==> src/rtl/pc_sequencer.sv <==
// Instruction fetch sequencer: one outstanding fetch, one-entry hold buffer, redirect handling.
// Optional misalignment fault/HALT behaviour enabled by defining PC_ALIGN_CHECK_EN.
module pc_sequencer #(
    parameter logic [31:0] RESET_PC = 32'h0000_3000
) (
    input  logic        clk,
    input  logic        rst_n,
    output logic        imem_req,
    output logic [31:0] imem_addr,
    input  logic        imem_ack,
    input  logic [31:0] imem_rdata,
    output logic        instr_valid,
    input  logic        instr_ready,
    output logic [31:0] instr_data,
    output logic [31:0] instr_pc,
    input  logic        redir_valid,
    input  logic [1:0]  redir_sel,
    input  logic [31:0] redir_pc,
    input  logic [25:0] redir_imm26,
    input  logic [15:0] redir_imm16,
    input  logic [31:0] redir_reg,
    input  logic        redir_zero,
    output logic        fault
);

    typedef enum logic [1:0] {
        ST_FETCH = 2'd0,
        ST_HOLD  = 2'd1,
        ST_DRAIN = 2'd2,
        ST_HALT  = 2'd3
    } state_t;

    state_t      state_q, state_d;
    logic [31:0] addr_q, addr_d;
    logic [31:0] data_q, data_d;
    logic [31:0] ipc_q, ipc_d;
    logic [31:0] tgt_q, tgt_d;
    logic        fault_q, fault_d;
    logic        req_q, valid_q;
    logic [31:0] tgt_raw_s;
    logic [31:0] tgt_s;
    logic        misalign_s;

    function automatic logic [31:0] calc_target(
        input logic [1:0]  sel,
        input logic [31:0] pc,
        input logic [25:0] imm26,
        input logic [15:0] imm16,
        input logic [31:0] rval,
        input logic        zero
    );
        logic [31:0] p4;
        p4 = pc + 32'd4;
        case (sel)
            2'b00:   calc_target = p4;
            2'b01:   calc_target = {pc[31:28], imm26, 2'b00};
            2'b10:   calc_target = rval;
            2'b11:   calc_target = zero ? (p4 + {{14{imm16[15]}}, imm16, 2'b00}) : p4;
            default: calc_target = p4;
        endcase
    endfunction

    assign tgt_raw_s = calc_target(redir_sel, redir_pc, redir_imm26, redir_imm16,
                                   redir_reg, redir_zero);
`ifdef PC_ALIGN_CHECK_EN
    assign tgt_s      = tgt_raw_s;
    assign misalign_s = (tgt_raw_s[1:0] != 2'b00);
`else
    // Without the check, low bits are simply dropped so HALT can never be entered.
    assign tgt_s      = tgt_raw_s & 32'hFFFF_FFFC;
    assign misalign_s = 1'b0;
`endif

    // Next-state and datapath update for the fetch/hold/drain machine.
    always_comb begin
        state_d = state_q;
        addr_d  = addr_q;
        data_d  = data_q;
        ipc_d   = ipc_q;
        tgt_d   = tgt_q;
        fault_d = fault_q;
        case (state_q)
            ST_FETCH: begin
                if (redir_valid) begin
                    if (misalign_s) begin
                        state_d = ST_HALT;
                        fault_d = 1'b1;
                    end else if (imem_ack) begin
                        addr_d = tgt_s;
                    end else begin
                        tgt_d   = tgt_s;
                        state_d = ST_DRAIN;
                    end
                end else if (imem_ack) begin
                    data_d  = imem_rdata;
                    ipc_d   = addr_q;
                    state_d = ST_HOLD;
                end else begin
                    state_d = ST_FETCH;
                end
            end
            ST_HOLD: begin
                if (redir_valid) begin
                    if (misalign_s) begin
                        state_d = ST_HALT;
                        fault_d = 1'b1;
                    end else begin
                        addr_d  = tgt_s;
                        state_d = ST_FETCH;
                    end
                end else if (instr_ready) begin
                    addr_d  = ipc_q + 32'd4;
                    state_d = ST_FETCH;
                end else begin
                    state_d = ST_HOLD;
                end
            end
            ST_DRAIN: begin
                // A redirect arriving with the ack still wins over the older latched target.
                if (redir_valid && misalign_s) begin
                    state_d = ST_HALT;
                    fault_d = 1'b1;
                end else if (imem_ack) begin
                    addr_d  = redir_valid ? tgt_s : tgt_q;
                    state_d = ST_FETCH;
                end else if (redir_valid) begin
                    tgt_d = tgt_s;
                end else begin
                    state_d = ST_DRAIN;
                end
            end
            ST_HALT: begin
                state_d = ST_HALT;
            end
            default: begin
                state_d = ST_FETCH;
            end
        endcase
    end

    // State and datapath registers with synchronous active-low reset.
    always_ff @(posedge clk) begin
        if (!rst_n) begin
            state_q <= ST_FETCH;
            addr_q  <= RESET_PC;
            data_q  <= 32'd0;
            ipc_q   <= 32'd0;
            tgt_q   <= 32'd0;
            fault_q <= 1'b0;
            req_q   <= 1'b1;
            valid_q <= 1'b0;
        end else begin
            state_q <= state_d;
            addr_q  <= addr_d;
            data_q  <= data_d;
            ipc_q   <= ipc_d;
            tgt_q   <= tgt_d;
            fault_q <= fault_d;
            req_q   <= (state_d == ST_FETCH) || (state_d == ST_DRAIN);
            valid_q <= (state_d == ST_HOLD);
        end
    end

    assign imem_req    = req_q;
    assign imem_addr   = addr_q;
    assign instr_valid = valid_q;
    assign instr_data  = data_q;
    assign instr_pc    = ipc_q;
    assign fault       = fault_q;

endmodule

==> config.mk <==
export PLATFORM = sky130hd
export DESIGN_NAME = pc_sequencer
export DESIGN_NICKNAME = d
export VERILOG_FILES = /design/src/rtl/pc_sequencer.sv
export SDC_FILE = /design/constraint.sdc
export NUM_CORES = 1
export LEC_CHECK = 0
export CORE_ASPECT_RATIO = 0.9
export CORE_MARGIN = 2
export CORE_UTILIZATION = 46
export DETAILED_ROUTE_END_ITERATION = 10
export GPL_TIMING_DRIVEN = 0
export PLACE_DENSITY_LB_ADDON = 0.1
export SETUP_SLACK_MARGIN = 0.05
export SYNTH_ARGS = -nofsm -noshare
export SYNTH_HDL_FRONTEND = slang
export SYNTH_SLANG_ARGS = --single-unit
==> constraint.sdc <==
create_clock -name clk -period 3.2 [get_ports clk]
set_input_delay 0.32 -clock clk [delete_from_list [all_inputs] [get_ports clk]]
set_output_delay 0.32 -clock clk [all_outputs]
set_load 0.01 [all_outputs]
== Word-level counts from Yosys, hierarchy flattened ==
Cells that the tools add are included.

* Add/sub/neg operators: 3
* Multipliers: 0
* Divide/modulo/power cells: 0
* $lt $le $gt $ge: 0
* Equality and inequality tests: 14
* Shifts and indexed selects: 0
* Multiplexer cells: 21
* Bitwise logic cells: 1
* Reductions and logical operators: 9

{| class="wikitable"
|+ Operators by type and width
! kind !! number
|-
| $mux 32 || 10
|-
| $pmux 32 s4 || 1
|-
| $pmux 32 s3 || 1
|-
| $add 32x3->32 const B || 2
|-
| $pmux 32 s2 || 1
|-
| $add 32x32->32 || 1
|-
| $eq 2x2->1 const B || 5
|-
| $ne 2x2->1 const B || 5
|-
| $mux 2 || 4
|-
| $pmux 2 s4 || 1
|-
| $eq 2x1->1 const B || 3
|-
| $logic_not 2->1 || 3
|-
| $reduce_and 5->1 || 1
|-
| $reduce_and 4->1 || 1
|-
| $mux 1 || 3
|-
| $ne 3x3->1 const B || 1
|-
| $reduce_and 3->1 || 1
|-
| $reduce_bool 3->1 || 1
|-
| $reduce_bool 2->1 || 1
|-
| $logic_or 1x1->1 || 1
|-
| $not 1->1 || 1
|}

* Flip-flop bits (word level): 132
* Bits in latches: 0
* RAM bits: 0
* Bits in read-only memories: 0
* Input bits: 146
* Output and inout bits: 99
* Logic and storage cells: 55
* Memories: 0

== Logic depth before layout (Yosys ltp) ==
* Depth in word-level cells: 7
* Depth in mapped cells: 18
* Depth with buffers taken out: 16

== Worst setup path after synthesis ==
No wires, ideal clock.

* Kind: input -> register
* Start point: in redir_pc[9]
* End point: reg addr_q[31], in the netlist imem_addr[31]
* Library setup time: 0.128 ns
* Arrival: 3.277 ns
* Data required time: 3.072 ns
* Setup slack: -0.205 ns
* Stages on the path: 17
* Buffers on the path: 2
* Cells stage by stage: and4_1 and4_1 buf_2 and2_1 buf_4 nand2_2 xnor2_2 ha_1 and3_1 and2_1 a221oi_1 o221ai_1 a221oi_1 o21bai_1 nand3_1 a21oi_1 o21ai_1

* Cells in the longest elaborated chain, start to end: 7
* Elaborated cells between the ends (all ways): 10
* Classes of those cells: 2 x add/sub; 8 x mux

{| class="wikitable"
|+ Ends and longest elaborated chain
! item !! RTL line !! text
|-
| start: declaration || 18 || <nowiki>input logic [31:0] redir_pc,</nowiki>
|-
| $add 32x3->32 * || 53 || <nowiki>p4 = pc + 32'd4;</nowiki>
|-
| $add 32x32->32 || 58 || <nowiki>2'b11: calc_target = zero ? (p4 + {{14{imm16[15]}}, imm16, 2'b00}) : p4;</nowiki>
|-
| $mux 32 || 58 ||
|-
| $pmux 32 s4 * || 54 || <nowiki>case (sel)</nowiki>
|-
| $mux 32 (on tied branches) || - ||
|-
| $mux 32 (on tied branches) || 123, 84 ||
|-
| $pmux 32 s3 * || 82 || <nowiki>case (state_q)</nowiki>
|-
| end signal: assignment || 154 || <nowiki>addr_q <= addr_d;</nowiki>
|-
| end: declaration || 34 || <nowiki>logic [31:0] addr_q, addr_d;</nowiki>
|}

Every way passes the cells marked *; elsewhere a longest branch is shown, timed or not. The select of a mux whose other input is x is not followed.
A chain may end at the register's enable or synchronous reset.

== Worst setup path in the final report ==
* Start point: in redir_pc[17]
* End point: reg addr_q[27], in the netlist imem_addr[27]

The elaborated chain is that of the path after synthesis.

==> reports/qor.yml <==
failed_checks: "setup timing"
outcome: "finished with violations"
ant_nets: 0
synthSimpleGateAreaFrac_pct: 23.8
layout.cells.non_filler: 1893
synthAdderAreaFrac_pct: 5.58
gp_congestion: 0.987
required_ns: 3.56
vias: 11317
syn-cell-area_sq_um: 9550
drc_errors: 0
drtIter0Drc: 1076
grt_overflow: 0
drt-total-wl_microns: 39500
ctsHoldBuffers: 0
rsz0062_at_grt: "true"
grt_pass1_wl_microns: 59400
ys_seq_area_share_pct: 27.7
drt-wirelength-per-cell_microns: 20.8
hold_path_class: "input pin to flop"
synth_top_area_share_pct: 27.7
synth-xor-area-share_pct: 6.86
top_level_ports: 245
ys_ff_latch: 132
crit_fanout: 7
critPathCaptureType: "flop"
synth_top_family_by_area: "compound AO/OA/AOI/OAI gates"
synth_cell_types: 78
slew_headroom_pct: 33.7
post-place-ws_ns: -1.55
initial_utilization_pct: 47.3
finalCritPeriodShare_pct: 103
dieWidth_microns: 156
synth_top_area_cell: "dfxtp_1"
syn_nets: 1481
die-height_microns: 141
core.rowCount: 49
dp.final_hpwl_microns: 29800
placed_area_sq_um: 12300
drive_gt1_share_pct: 17.7
placeableCoreArea_sq_um: 20200
power.density_nw_per_um2: 487
grt_util_all_layers_pct: 35.0
crit_arrival_ns: 3.64
dr.pass1.iters: 8
clockBufferDepth: 2
async_flop_share_pct: 0
power.leakage_nw: 5.41
dominantRegCellSynth: "dfxtp_1"
numCtsBuffers: 17
dr_wl_met2_microns: 18100
synth_cells: 1293
finClkSkew_ns: 0.0126
synth_edf_count: 0
dp_cells: 1784
m1WireLength_microns: 16400
grt_max_degree: 20
cts_tree: "done"
yosys-top-cells-count: "nand2_1, dfxtp_1, o21ai_0"
met3_length_microns: 3880
ir_drop_mv: 0.445
fin_ws_ns: -0.0839
ys_top_cells_by_area: "dfxtp_1, nand2_1, a21boi_0"
fin_util_pct: 71.2
htreeDepth: 4
setup_violations: 3
maxCapViolCount: 0
finalCriticalPeriod_ns: 3.28
max_freq_ghz: 0.305
grt_pass1_vias: 10733
critPathLaunchType: "input pin"
port_buffers: 236
antenna_found_initial: 1
clk_pin_slew_ns: 0.07
avgViaCountPerCell: 5.98
root_buffer: "clkbuf_16"
fin_area_sq_um: 14400
synth_compound_area_share_pct: 28.5
clk_latency_ns: 0.43
fin_nets: 1812
areaGrowthSynthToFinish_pct: 50.4
tns_ns: -0.159
maxSlewViolCount: 0
die_area_sq_um: 21900
top_layer_used: "met4"
worstSetupPathType: "input pin to flop"
finalHoldViolations: 0
synthMostInstantiatedCell: "nand2_1"
yosys_warnings: 0
regToRegSetupSlack_ns: 0.45
synthMuxAreaShare_pct: 3.07
p_total_mw: 6.99
avgSynthCellArea_sq_um: 7.38
cts_num_sinks: 132
whs_ns: 0.442
worstMarginPinSlew_ns: 0.989
## worst paths after layout
kind | from | end | depth (start not counted)
min | imem_rdata[27] | instr_data[27] | 3
min reg2reg | instr_data[7] | instr_data[7] | 2
max | redir_pc[17] | imem_addr[27] | 18
max reg2reg | instr_pc[2] | imem_addr[14] | 10
## logic make-up after synthesis
kind of cell | Yosys count
XOR/XNOR | 73
adder cells (fa/ha/maj) | 42
other | 1
flip-flops | 132
multiplexers | 25
buffers and inverters | 107
AND/OR/NAND/NOR | 495
AO/OA/AOI/OAI | 418
## per-layer routing
metal	vias up	GRT usage, %
met5	-	0
met4	0	11.9
met3	83	6.76
met2	643	56.0
met1	5301	47.4
li1	5290	-
## what timing repair did
action | in CTS | in global routing
resized for setup | 185 | 96
setup endpoints to repair | 49 | 35
setup buffers | 51 | 27
pin swaps | 47 | 67
endpoints found under the hold margin | 0 | 0
## critical path: stages
cell	delay, ns
buf_4	0.11
and4_1	0.21
and4_4	0.24
buf_6	0.13
nand2_4	0.06
nor2_2	0.14
xor2_2	0.25
ha_4	0.25
a21o_1	0.21
o21bai_4	0.20
a211oi_2	0.23
a31oi_4	0.18
a21oi_2	0.23
xnor2_2	0.15
a31oi_2	0.14
a221oi_2	0.33
a21oi_1	0.08
a21oi_1	0.15
## report_power, final
group | switching, mW | internal [mW] | leakage [nW]
clock network | 0.853 | 1.02 | 0.276
logic | 1.71 | 1.28 | 4.06
registers | 0.221 | 1.91 | 1.08
## cells in the final DEF (no fill, tap or decap), types with 19 or more instances in the layout
master / instances
a21boi_0: 71
a21oi_1: 71
buf_4: 76
clkbuf_1: 67
clkdlybuf4s50_1: 211
dfxtp_1: 132
ha_1: 21
inv_1: 19
nand2_1: 244
nand3_1: 44
nor2_1: 67
o21ai_0: 96
xnor2_1: 33
## final cells by class
cell class	count	area [sq um]
antenna	1	2.50
buffer	81	370
clock buffer	17	425
clock inverter	15	139
fill	1655	5810
inverter	24	90.1
multi-input combinational	1054	7420
sequential	132	2640
tap	255	319
timing repair buffer	314	2950
## state kept, by name (all words and copies together) (netlist names)
| register | count |
|---|---|
| imem_addr | 32 |
| instr_data | 32 |
| instr_pc | 32 |
| tgt_q | 32 |
| state_q | 2 |
| imem_req | 1 |
| instr_valid | 1 |
Note: power is estimated with default switching activity, not from simulation.
